$ cat config.mk
export PLATFORM = sky130hd
export DESIGN_NAME = mem_port_arbiter_flat
export DESIGN_NICKNAME = d
export VERILOG_FILES = /design/src/rtl/mem_arb_pkg.sv /design/src/rtl/mem_port_arbiter_if.sv /design/src/rtl/mem_arb_starve_ctr.sv /design/src/rtl/mem_port_arbiter.sv /design/src/flat_wrapper.sv
export SDC_FILE = /design/constraint.sdc
export NUM_CORES = 1
export LEC_CHECK = 0
export ABC_CLOCK_PERIOD_IN_PS = 3600
export CORE_AREA = 2 2 111 113
export DETAILED_ROUTE_END_ITERATION = 6
export DIE_AREA = 0 0 113 115
export GPL_ROUTABILITY_DRIVEN = 1
export PLACE_DENSITY = 0.59
export SLEW_MARGIN = 20
export SYNTH_ARGS = -nofsm -noshare
export SYNTH_HDL_FRONTEND = slang
export SYNTH_SLANG_ARGS = --single-unit
$ cat constraint.sdc
create_clock -name clk -period 3.6 [get_ports clk]
set_input_delay 0.54 -clock clk [delete_from_list [all_inputs] [get_ports clk]]
set_output_delay 0.54 -clock clk [all_outputs]
set_load 0.05 [all_outputs]
$ cat src/rtl/mem_arb_pkg.sv
// Shared types and helpers for the unified instruction/data memory port arbiter.
package mem_arb_pkg;

  typedef enum logic [1:0] {
    OWN_NONE = 2'd0,
    OWN_IF   = 2'd1,
    OWN_LS   = 2'd2
  } owner_e;

  localparam int unsigned STARVE_MAX_DEF = 4;

  // Widest strobe the helper supports; narrower buses zero-extend and slice.
  localparam int unsigned MAX_STRB_W = 16;
  localparam int unsigned MAX_BWEB_W = 8 * MAX_STRB_W;

  // Per-byte write strobe (1 = write) to the SRAM's active-low bit-write mask.
  function automatic logic [MAX_BWEB_W-1:0] strb2bweb(input logic [MAX_STRB_W-1:0] wstrb);
    logic [MAX_BWEB_W-1:0] bweb;
    bweb = '1;
    for (int i = 0; i < int'(MAX_STRB_W); i++) begin
      bweb[i*8 +: 8] = {8{~wstrb[i]}};
    end
    return bweb;
  endfunction

endpackage

$ cat src/rtl/mem_port_arbiter_if.sv
// Fetch, load/store and SRAM pin bundle around the memory port arbiter.
interface mem_port_arbiter_if #(
  parameter int unsigned ADDR_W = 14,
  parameter int unsigned DATA_W = 32
);
  localparam int unsigned STRB_W = DATA_W / 8;

  logic              if_req_valid;
  logic              if_req_ready;
  logic [31:0]       if_req_addr;
  logic              if_flush;
  logic              if_rsp_valid;
  logic [DATA_W-1:0] if_rsp_data;

  logic              ls_req_valid;
  logic              ls_req_ready;
  logic              ls_req_we;
  logic [31:0]       ls_req_addr;
  logic [DATA_W-1:0] ls_req_wdata;
  logic [STRB_W-1:0] ls_req_wstrb;
  logic              ls_rsp_valid;
  logic [DATA_W-1:0] ls_rsp_data;

  logic              sram_ceb;
  logic              sram_web;
  logic [DATA_W-1:0] sram_bweb;
  logic [ADDR_W-1:0] sram_a;
  logic [DATA_W-1:0] sram_di;
  logic [DATA_W-1:0] sram_do;

  // Arbiter side.
  modport slave (
    input  if_req_valid, if_req_addr, if_flush,
    output if_req_ready, if_rsp_valid, if_rsp_data,
    input  ls_req_valid, ls_req_we, ls_req_addr, ls_req_wdata, ls_req_wstrb,
    output ls_req_ready, ls_rsp_valid, ls_rsp_data,
    output sram_ceb, sram_web, sram_bweb, sram_a, sram_di,
    input  sram_do
  );

  // Requester/SRAM environment side.
  modport master (
    output if_req_valid, if_req_addr, if_flush,
    input  if_req_ready, if_rsp_valid, if_rsp_data,
    output ls_req_valid, ls_req_we, ls_req_addr, ls_req_wdata, ls_req_wstrb,
    input  ls_req_ready, ls_rsp_valid, ls_rsp_data,
    input  sram_ceb, sram_web, sram_bweb, sram_a, sram_di,
    output sram_do
  );

endinterface

$ cat src/rtl/mem_arb_starve_ctr.sv
// Saturating count of consecutive cycles the fetch port was denied.
module mem_arb_starve_ctr #(
  parameter int unsigned MAX_VAL = 4
) (
  input  logic clk,
  input  logic rst,
  input  logic inc,
  input  logic clr,
  output logic at_max
);
  localparam int unsigned CNT_W = (MAX_VAL < 1) ? 1 : $clog2(MAX_VAL + 1);

  logic [CNT_W-1:0] cnt_q;

  // Clear wins over increment; holds at MAX_VAL once reached.
  always_ff @(posedge clk) begin
    if (!rst) begin
      cnt_q <= '0;
    end else if (clr) begin
      cnt_q <= '0;
    end else if (inc && (cnt_q != CNT_W'(MAX_VAL))) begin
      cnt_q <= cnt_q + CNT_W'(1);
    end
  end

  assign at_max = (cnt_q == CNT_W'(MAX_VAL));

endmodule

$ cat src/rtl/mem_port_arbiter.sv
// Shares one single-ported SRAM between instruction fetch and load/store.
module mem_port_arbiter
  import mem_arb_pkg::*;
#(
  parameter int unsigned ADDR_W     = 14,
  parameter int unsigned DATA_W     = 32,
  parameter int unsigned STARVE_MAX = STARVE_MAX_DEF
) (
  input  logic               clk,
  input  logic               rst,
  mem_port_arbiter_if.slave  bus
);

  logic                  if_want;
  logic                  at_max;
  logic                  force_if;
  logic                  grant_if;
  logic                  grant_ls;
  logic                  starve_inc;
  logic                  starve_clr;
  logic [MAX_BWEB_W-1:0] bweb_full;
  owner_e                owner_q;
  owner_e                owner_d;
  logic                  is_write_q;
  logic                  is_write_d;
  logic                  unused_bits;

  // Grant decision: load/store first unless fetch has starved long enough.
  always_comb begin
    if_want    = rst & bus.if_req_valid & ~bus.if_flush;
    force_if   = at_max & if_want;
    grant_ls   = rst & bus.ls_req_valid & ~force_if;
    grant_if   = if_want & (~bus.ls_req_valid | force_if);
    starve_inc = if_want & ~grant_if;
    starve_clr = grant_if | ~if_want;
  end

  assign bus.if_req_ready = grant_if;
  assign bus.ls_req_ready = grant_ls;

  mem_arb_starve_ctr #(
    .MAX_VAL (STARVE_MAX)
  ) u_starve_ctr (
    .clk    (clk),
    .rst    (rst),
    .inc    (starve_inc),
    .clr    (starve_clr),
    .at_max (at_max)
  );

  assign bweb_full = strb2bweb(MAX_STRB_W'(bus.ls_req_wstrb));

  // SRAM pins follow the winning request in the same cycle.
  always_comb begin
    bus.sram_ceb  = 1'b1;
    bus.sram_web  = 1'b1;
    bus.sram_bweb = '1;
    bus.sram_a    = '0;
    bus.sram_di   = '0;
    if (grant_ls) begin
      bus.sram_ceb = 1'b0;
      bus.sram_a   = bus.ls_req_addr[ADDR_W+1:2];
      if (bus.ls_req_we) begin
        bus.sram_web  = 1'b0;
        bus.sram_bweb = bweb_full[DATA_W-1:0];
        bus.sram_di   = bus.ls_req_wdata;
      end
    end else if (grant_if) begin
      bus.sram_ceb = 1'b0;
      bus.sram_a   = bus.if_req_addr[ADDR_W+1:2];
    end
  end

  // Response owner register: who gets next cycle's SRAM read data.
  always_ff @(posedge clk) begin
    if (!rst) begin
      owner_q    <= OWN_NONE;
      is_write_q <= 1'b0;
    end else begin
      owner_q    <= owner_d;
      is_write_q <= is_write_d;
    end
  end

  // Next owner follows this cycle's grant.
  always_comb begin
    owner_d    = OWN_NONE;
    is_write_d = 1'b0;
    if (grant_ls) begin
      owner_d    = OWN_LS;
      is_write_d = bus.ls_req_we;
    end else if (grant_if) begin
      owner_d = OWN_IF;
    end
  end

  // Route late read data; flush squashes a fetch response in flight.
  always_comb begin
    bus.if_rsp_valid = rst & (owner_q == OWN_IF) & ~bus.if_flush;
    bus.if_rsp_data  = bus.sram_do;
    bus.ls_rsp_valid = rst & (owner_q == OWN_LS);
    bus.ls_rsp_data  = is_write_q ? '0 : bus.sram_do;
  end

  // Byte offset and high address bits carry no meaning for a word SRAM.
  assign unused_bits = ^{bus.if_req_addr[31:ADDR_W+2], bus.if_req_addr[1:0],
                         bus.ls_req_addr[31:ADDR_W+2], bus.ls_req_addr[1:0],
                         bweb_full[MAX_BWEB_W-1:DATA_W]};

endmodule

$ cat src/flat_wrapper.sv
// flat-port wrapper written by rule: the top's interface ports become plain ports
module mem_port_arbiter_flat import mem_arb_pkg::*;
#(
  parameter int unsigned ADDR_W     = 14,
  parameter int unsigned DATA_W     = 32,
  parameter int unsigned STARVE_MAX = STARVE_MAX_DEF
)
  (clk, rst, bus_if_req_valid, bus_if_req_addr, bus_if_flush, bus_if_req_ready, bus_if_rsp_valid, bus_if_rsp_data, bus_ls_req_valid, bus_ls_req_we, bus_ls_req_addr, bus_ls_req_wdata, bus_ls_req_wstrb, bus_ls_req_ready, bus_ls_rsp_valid, bus_ls_rsp_data, bus_sram_ceb, bus_sram_web, bus_sram_bweb, bus_sram_a, bus_sram_di, bus_sram_do);
  mem_port_arbiter_if #(.ADDR_W(ADDR_W), .DATA_W(DATA_W)) bus_i ();
  input  logic clk;
  input  logic rst;
  input wire logic [$bits(bus_i.if_req_valid)-1:0] bus_if_req_valid;
  input wire logic [$bits(bus_i.if_req_addr)-1:0] bus_if_req_addr;
  input wire logic [$bits(bus_i.if_flush)-1:0] bus_if_flush;
  output wire logic [$bits(bus_i.if_req_ready)-1:0] bus_if_req_ready;
  output wire logic [$bits(bus_i.if_rsp_valid)-1:0] bus_if_rsp_valid;
  output wire logic [$bits(bus_i.if_rsp_data)-1:0] bus_if_rsp_data;
  input wire logic [$bits(bus_i.ls_req_valid)-1:0] bus_ls_req_valid;
  input wire logic [$bits(bus_i.ls_req_we)-1:0] bus_ls_req_we;
  input wire logic [$bits(bus_i.ls_req_addr)-1:0] bus_ls_req_addr;
  input wire logic [$bits(bus_i.ls_req_wdata)-1:0] bus_ls_req_wdata;
  input wire logic [$bits(bus_i.ls_req_wstrb)-1:0] bus_ls_req_wstrb;
  output wire logic [$bits(bus_i.ls_req_ready)-1:0] bus_ls_req_ready;
  output wire logic [$bits(bus_i.ls_rsp_valid)-1:0] bus_ls_rsp_valid;
  output wire logic [$bits(bus_i.ls_rsp_data)-1:0] bus_ls_rsp_data;
  output wire logic [$bits(bus_i.sram_ceb)-1:0] bus_sram_ceb;
  output wire logic [$bits(bus_i.sram_web)-1:0] bus_sram_web;
  output wire logic [$bits(bus_i.sram_bweb)-1:0] bus_sram_bweb;
  output wire logic [$bits(bus_i.sram_a)-1:0] bus_sram_a;
  output wire logic [$bits(bus_i.sram_di)-1:0] bus_sram_di;
  input wire logic [$bits(bus_i.sram_do)-1:0] bus_sram_do;
  assign bus_i.if_req_valid = bus_if_req_valid;
  assign bus_i.if_req_addr = bus_if_req_addr;
  assign bus_i.if_flush = bus_if_flush;
  assign bus_if_req_ready = bus_i.if_req_ready;
  assign bus_if_rsp_valid = bus_i.if_rsp_valid;
  assign bus_if_rsp_data = bus_i.if_rsp_data;
  assign bus_i.ls_req_valid = bus_ls_req_valid;
  assign bus_i.ls_req_we = bus_ls_req_we;
  assign bus_i.ls_req_addr = bus_ls_req_addr;
  assign bus_i.ls_req_wdata = bus_ls_req_wdata;
  assign bus_i.ls_req_wstrb = bus_ls_req_wstrb;
  assign bus_ls_req_ready = bus_i.ls_req_ready;
  assign bus_ls_rsp_valid = bus_i.ls_rsp_valid;
  assign bus_ls_rsp_data = bus_i.ls_rsp_data;
  assign bus_sram_ceb = bus_i.sram_ceb;
  assign bus_sram_web = bus_i.sram_web;
  assign bus_sram_bweb = bus_i.sram_bweb;
  assign bus_sram_a = bus_i.sram_a;
  assign bus_sram_di = bus_i.sram_di;
  assign bus_i.sram_do = bus_sram_do;
  mem_port_arbiter #(.ADDR_W(ADDR_W), .DATA_W(DATA_W), .STARVE_MAX(STARVE_MAX)) u_core (.clk(clk), .rst(rst), .bus(bus_i));
endmodule
==> flow_summary.ini, run 1 <==
[synth]
yosysUniqueCellTypes = 21
synth-seq-cells = 6
synth_nets = 326
yosys.area.top_type = buf_4
synth_area_leaders = buf_4 33%, and3_1 16%, nor2b_1 15%
syn_avg_cell_area_um2 = 7.36
ys_seq_area_frac = 0.0878
syn-instance-count = 186
yosys_warnings = 0
synthesis.area_um2 = 1370
synth_top_area_frac = 0.335

[clock_tree]
cts_max_level = 1
cts_hold_buf = 0
root_buffer = clkbuf_16
tritoncts = yes
numCtsBuffers = 3
cts-resized-gates = 0
clk-insertion-delay-late_ps = 220
clk_pin_slew_ps = 30
post-cts-setup-buffer-count = 0
clock_path_buffers = 2
numClockSinks = 6

[global_route]
overflow = 0
track_usage = 0.101
grt_max_degree = 54
antenna_found_initial = 3
grt_pass1_wl_um = 10300
grt_pass1_vias = 1914

[floorplanning]
io_pins = 286
initial_core_util = 0.116
die_w_um = 113
dieArea_um2 = 13000
fp.dieH_um = 115
core-area_um2 = 11800
rows = 40

[final_layout]
drive_above_1_share = 0.247
finalInstanceArea_um2 = 3740
fin_nets = 510
n_fill_cell = 1256
syn2layout_area_growth_pct = 173
post-route-util = 0.316

[timing]
report.final.slew_viol_count = 0
tightestPinTransition_ps = 721
finalSetupViolations = 0
max_slew_margin = 0.518
fin_crit_ps = 3040
max_clock_freq_mhz = 329
hold_viol_final = 0
final.period_utilization = 0.845
setup_tns_ps = 0
grt_setup_unrepaired = false
finClkSkew_ps = 1.06

[detailed_routing]
num_vias = 1962
drt_iter0_drc = 71
routed_wl_um = 7460
detail_route.wl_per_cell_um = 14.5
dr.pass1.iters = 7
drc = 40
antenna_left = 0
viasPerCell = 3.80

[place]
dpl.hpwl_um = 6690
gp_congestion = 0.755
portBuffers = 249
placed_cell_area_um2 = 3660

[critical_path]
worstPathArrival_ps = 2500
worstSetupPathType = in -> out
cp-end-kind = output port
start_kind = input pin
crit_required_ps = 3060
cp_max_fo = 2

[pwr]
vdd.ir_drop.worst_uv = 149
power_density_nw_per_um2 = 228
leakagePower_nw = 1.64
power_mw = 0.851

[status]
status = complete, but fails checks
violations = DRC

[run]
cap_violations = 0

[min_path]
min_path_type = reg -> reg
==> registers in the layout, indices dropped and copies added (netlist names) <==
name,count
u_core.owner_q,2
u_core.is_write_q,1
u_core.u_starve_ctr.cnt_q,3
==> where the power goes <==
group | switching, mW | internal [mW]
Sequential | 0.000919 | 0.0687
Clock | 0.0338 | 0.142
Combinational | 0.350 | 0.256
Total | 0.384 | 0.466
==> area by class of cell <==
cell class | instances | area (um^2) | share of cell area
flip-flops and latches | 6 | 120 | 0.0321
repair buffers | 253 | 2660 | 0.711
diodes | 1 | 2.50 | 0.000670
inverters | 4 | 15.0 | 0.00402
well taps | 147 | 184 | 0.0492
multi-input cells | 102 | 683 | 0.183
clock buffers | 3 | 75.1 | 0.0201
==> path summary, 6_finish.rpt <==
check / from / to / slack, ps / depth (start not counted)
worst max-delay path: bus_if_req_valid / bus_sram_ceb / 560 / 5
worst min-delay path: u_core.u_starve_ctr.cnt_q[0] / u_core.u_starve_ctr.cnt_q[0] / 550 / 2
worst max register to register: u_core.u_starve_ctr.cnt_q[0] / u_core.is_write_q / 1940 / 6
worst min register to register: u_core.u_starve_ctr.cnt_q[0] / u_core.u_starve_ctr.cnt_q[0] / 550 / 2
==> logic make-up (layout without fill, tap and decap cells) <==
family          count (synthesis)  in the layout  share of synthesized area
fa+ha+maj                       2              2                     0.0183
flops                           6              6                     0.0878
other cells                     0              1                          0
simple gates                   81             81                      0.358
mux                             1              1                    0.00731
compound gates                 18             18                      0.114
buf+inv                        78            260                      0.414
==> synthesized netlist by cell type <==
master / number
mux2i_1: 1
a22o_1: 14
and3_1: 34
buf_6: 6
nor4bb_1: 1
a21oi_2: 1
ha_1: 2
nand2_2: 1
nor2b_1: 32
a21oi_1: 1
and2_1: 1
dfxtp_1: 6
buf_4: 61
nor3_1: 1
nor2_1: 4
nand2_1: 2
inv_1: 4
clkbuf_1: 7
nand3b_1: 1
nand3_1: 4
o311a_1: 2
==> stage by stage <==
step	hold WS, ps	cells	setup WS, ps
finish	549	516	557
global placement	512	512	484
global route	581	515	439
CTS	558	515	474
detailed placement	531	512	477
floorplan	502	186	961
==> per-layer routing <==
layer | GRT usage | wire length, um | vias up
li1 | - | - | 927
met3 | 0.0416 | 1120 | 4
met5 | 0 | 16 | -
met1 | 0.106 | 2500 | 859
met2 | 0.193 | 3810 | 170
met4 | 0.00976 | 22 | 2
==> critical path: stages <==
cell	delay, ps
clkdlybuf4s50_1	480
inv_1	60
o311a_2	400
nor2_1	170
clkdlybuf4s50_1	850
==> cell usage in the layout, fill, tap and decap left out, drive strengths merged <==
cell type      synthesis  routed
clkdlybuf4s50          0     168
buf                   67      85
and3                  34      34
nor2b                 32      32
a22o                  14      14
dfxtp                  6       6
inv                    4       4
nand3                  4       4
nor2                   4       4
clkbuf                 7       3
nand2                  3       3
ha                     2       2
a21oi                  2       2
o311a                  2       2
diode                  0       1
nand3b                 1       1
nor4bb                 1       1
and2                   1       1
mux2i                  1       1
nor3                   1       1
Note: power is estimated with default switching activity, not from simulation.
==> run 2, diff against run 1 <==
- ABC_CLOCK_PERIOD_IN_PS: 3600 -> 2950
- clock period: 3.6 -> 2.95 ns (I/O delays scaled with it)
==> flow_summary.ini, run 2 (synthesized netlist as in run 1, its figures left out) <==
[global_route]
grt_max_degree = 40
antenna_found_initial = 3
grt_pass1_vias = 1916
overflow = 0
track_usage = 0.101
grt_pass1_wl_um = 10300

[floorplanning]
dieArea_um2 = 13000
core-area_um2 = 11800
rows = 40
die_w_um = 113
fp.dieH_um = 115
initial_core_util = 0.116
io_pins = 286

[critical_path]
cp-end-kind = output port
start_kind = input pin
worstSetupPathType = in -> out
crit_required_ps = 2510
worstPathArrival_ps = 2290
r2r_slack_ps = 1450
cp_max_fo = 39

[timing]
finalSetupViolations = 0
tightestPinTransition_ps = 1040
finClkSkew_ps = 0.436
max_slew_margin = 0.308
grt_setup_unrepaired = false
max_clock_freq_mhz = 366
final.period_utilization = 0.926
report.final.slew_viol_count = 0
setup_tns_ps = 0
fin_crit_ps = 2730
hold_viol_final = 0

[clock_tree]
cts-resized-gates = 0
clk_pin_slew_ps = 30
numCtsBuffers = 3
cts_max_level = 1
numClockSinks = 6
clk-insertion-delay-late_ps = 230
tritoncts = yes
cts_hold_buf = 0
root_buffer = clkbuf_16
clock_path_buffers = 2
post-cts-setup-buffer-count = 0

[final_layout]
multiInputGateArea_um2 = 683
finalInstanceArea_um2 = 4000
n_fill_cell = 1222
final_common_cell = clkdlybuf4s50_1
drive_above_1_share = 0.248
syn2layout_area_growth_pct = 192
fin_nets = 509
final_cell_mix = 167 x clkdlybuf4s50_1, 49 x buf_12, 36 x buf_4, 34 x and3_1, 32 x nor2b_1
reg.largest.list = u_core.u_starve_ctr.cnt_q x3, u_core.owner_q x2, u_core.is_write_q x1
regArea_um2 = 120
largest_register_ffs = 3
final_cells = 515
top_register = u_core.u_starve_ctr.cnt_q

[pwr]
vdd.ir_drop.worst_uv = 139
internal_power_mw = 0.589
p_switching_mw = 0.475
leakagePower_nw = 1.70
power_frac_clock = 0.205
pwr-share-comb = 0.711
power_density_nw_per_um2 = 266
swShare = 0.446
power_frac_seq = 0.084

[detailed_routing]
drt_iter0_drc = 71
viasPerCell = 3.80
dr.pass1.iters = 6
antenna_left = 0
routed_wl_um = 7470
num_vias = 1959
drc = 40
detail_route.wl_per_cell_um = 14.5

[status]
violations = DRC
status = complete, but fails checks

[place]
place_inst = 511
gp_congestion = 0.721
portBuffers = 249
placed_cell_area_um2 = 3930
dpl.hpwl_um = 6750

[min_path]
min_path_type = reg -> reg

[run]
cap_violations = 0
run 2: per-stage QoR:
| step | worst slack [ps] | utilization | hold slack [ps] | power [mW] |
|---|---|---|---|---|
| after detailed placement | 193 | 0.332 | 537 | 0.854 |
| final | 219 | 0.339 | 541 | 1.06 |
| after global placement | 210 | 0.332 | 515 | 0.850 |
| after CTS | 169 | 0.339 | 546 | 1.08 |
| after floorplan | 409 | - | 502 | 0.523 |
| after global routing | 88.4 | 0.339 | 576 | 1.10 |
run 2: path summary, 6_finish.rpt:
check / end / depth (start not counted) / start
min reg2reg: u_core.u_starve_ctr.cnt_q[0] / 2 / u_core.u_starve_ctr.cnt_q[0]
min: u_core.u_starve_ctr.cnt_q[0] / 2 / u_core.u_starve_ctr.cnt_q[0]
max: bus_sram_a[1] / 5 / bus_ls_req_valid
max reg2reg: u_core.is_write_q / 5 / u_core.u_starve_ctr.cnt_q[0]
run 2: metal layers:
layer,vias to the layer above,part of all wire,global-route usage
li1,931,-,-
met1,850,0.34,0.104
met2,170,0.50,0.192
met3,6,0.15,0.0464
met4,2,0.0039,0.0122
met5,-,0.0016,0
run 2: layout make-up:
cell class                      count  area share
Antenna cell                        1    0.000625
Clock buffer                        3      0.0188
Inverter                            4     0.00375
Multi-Input combinational cell    102       0.171
Sequential cell                     6      0.0300
Tap cell                          147      0.0460
Timing Repair Buffer              252       0.730
run 2: power by group through the flow:
stage / registers [mW] / clock network (mW) / logic, mW
finish: 0.0891 / 0.218 / 0.757
CTS: 0.0894 / 0.222 / 0.764
global route: 0.0900 / 0.229 / 0.785
floorplan: 0.0859 / 0 / 0.437
global placement: 0.0902 / 0 / 0.760
detailed placement: 0.0905 / 0 / 0.763
run 2: worst max-delay path: stages:
cell	delay [ps]
clkdlybuf4s50_1	560
o311a_2	470
buf_4	380
a22o_1	270
buf_12	160
==> run 3, diff against run 2 <==
- CTS_CLUSTER_DIAMETER: default -> 30
==> results of run 3 <==
Final layout, timing and power as in run 2 (identical DEF).
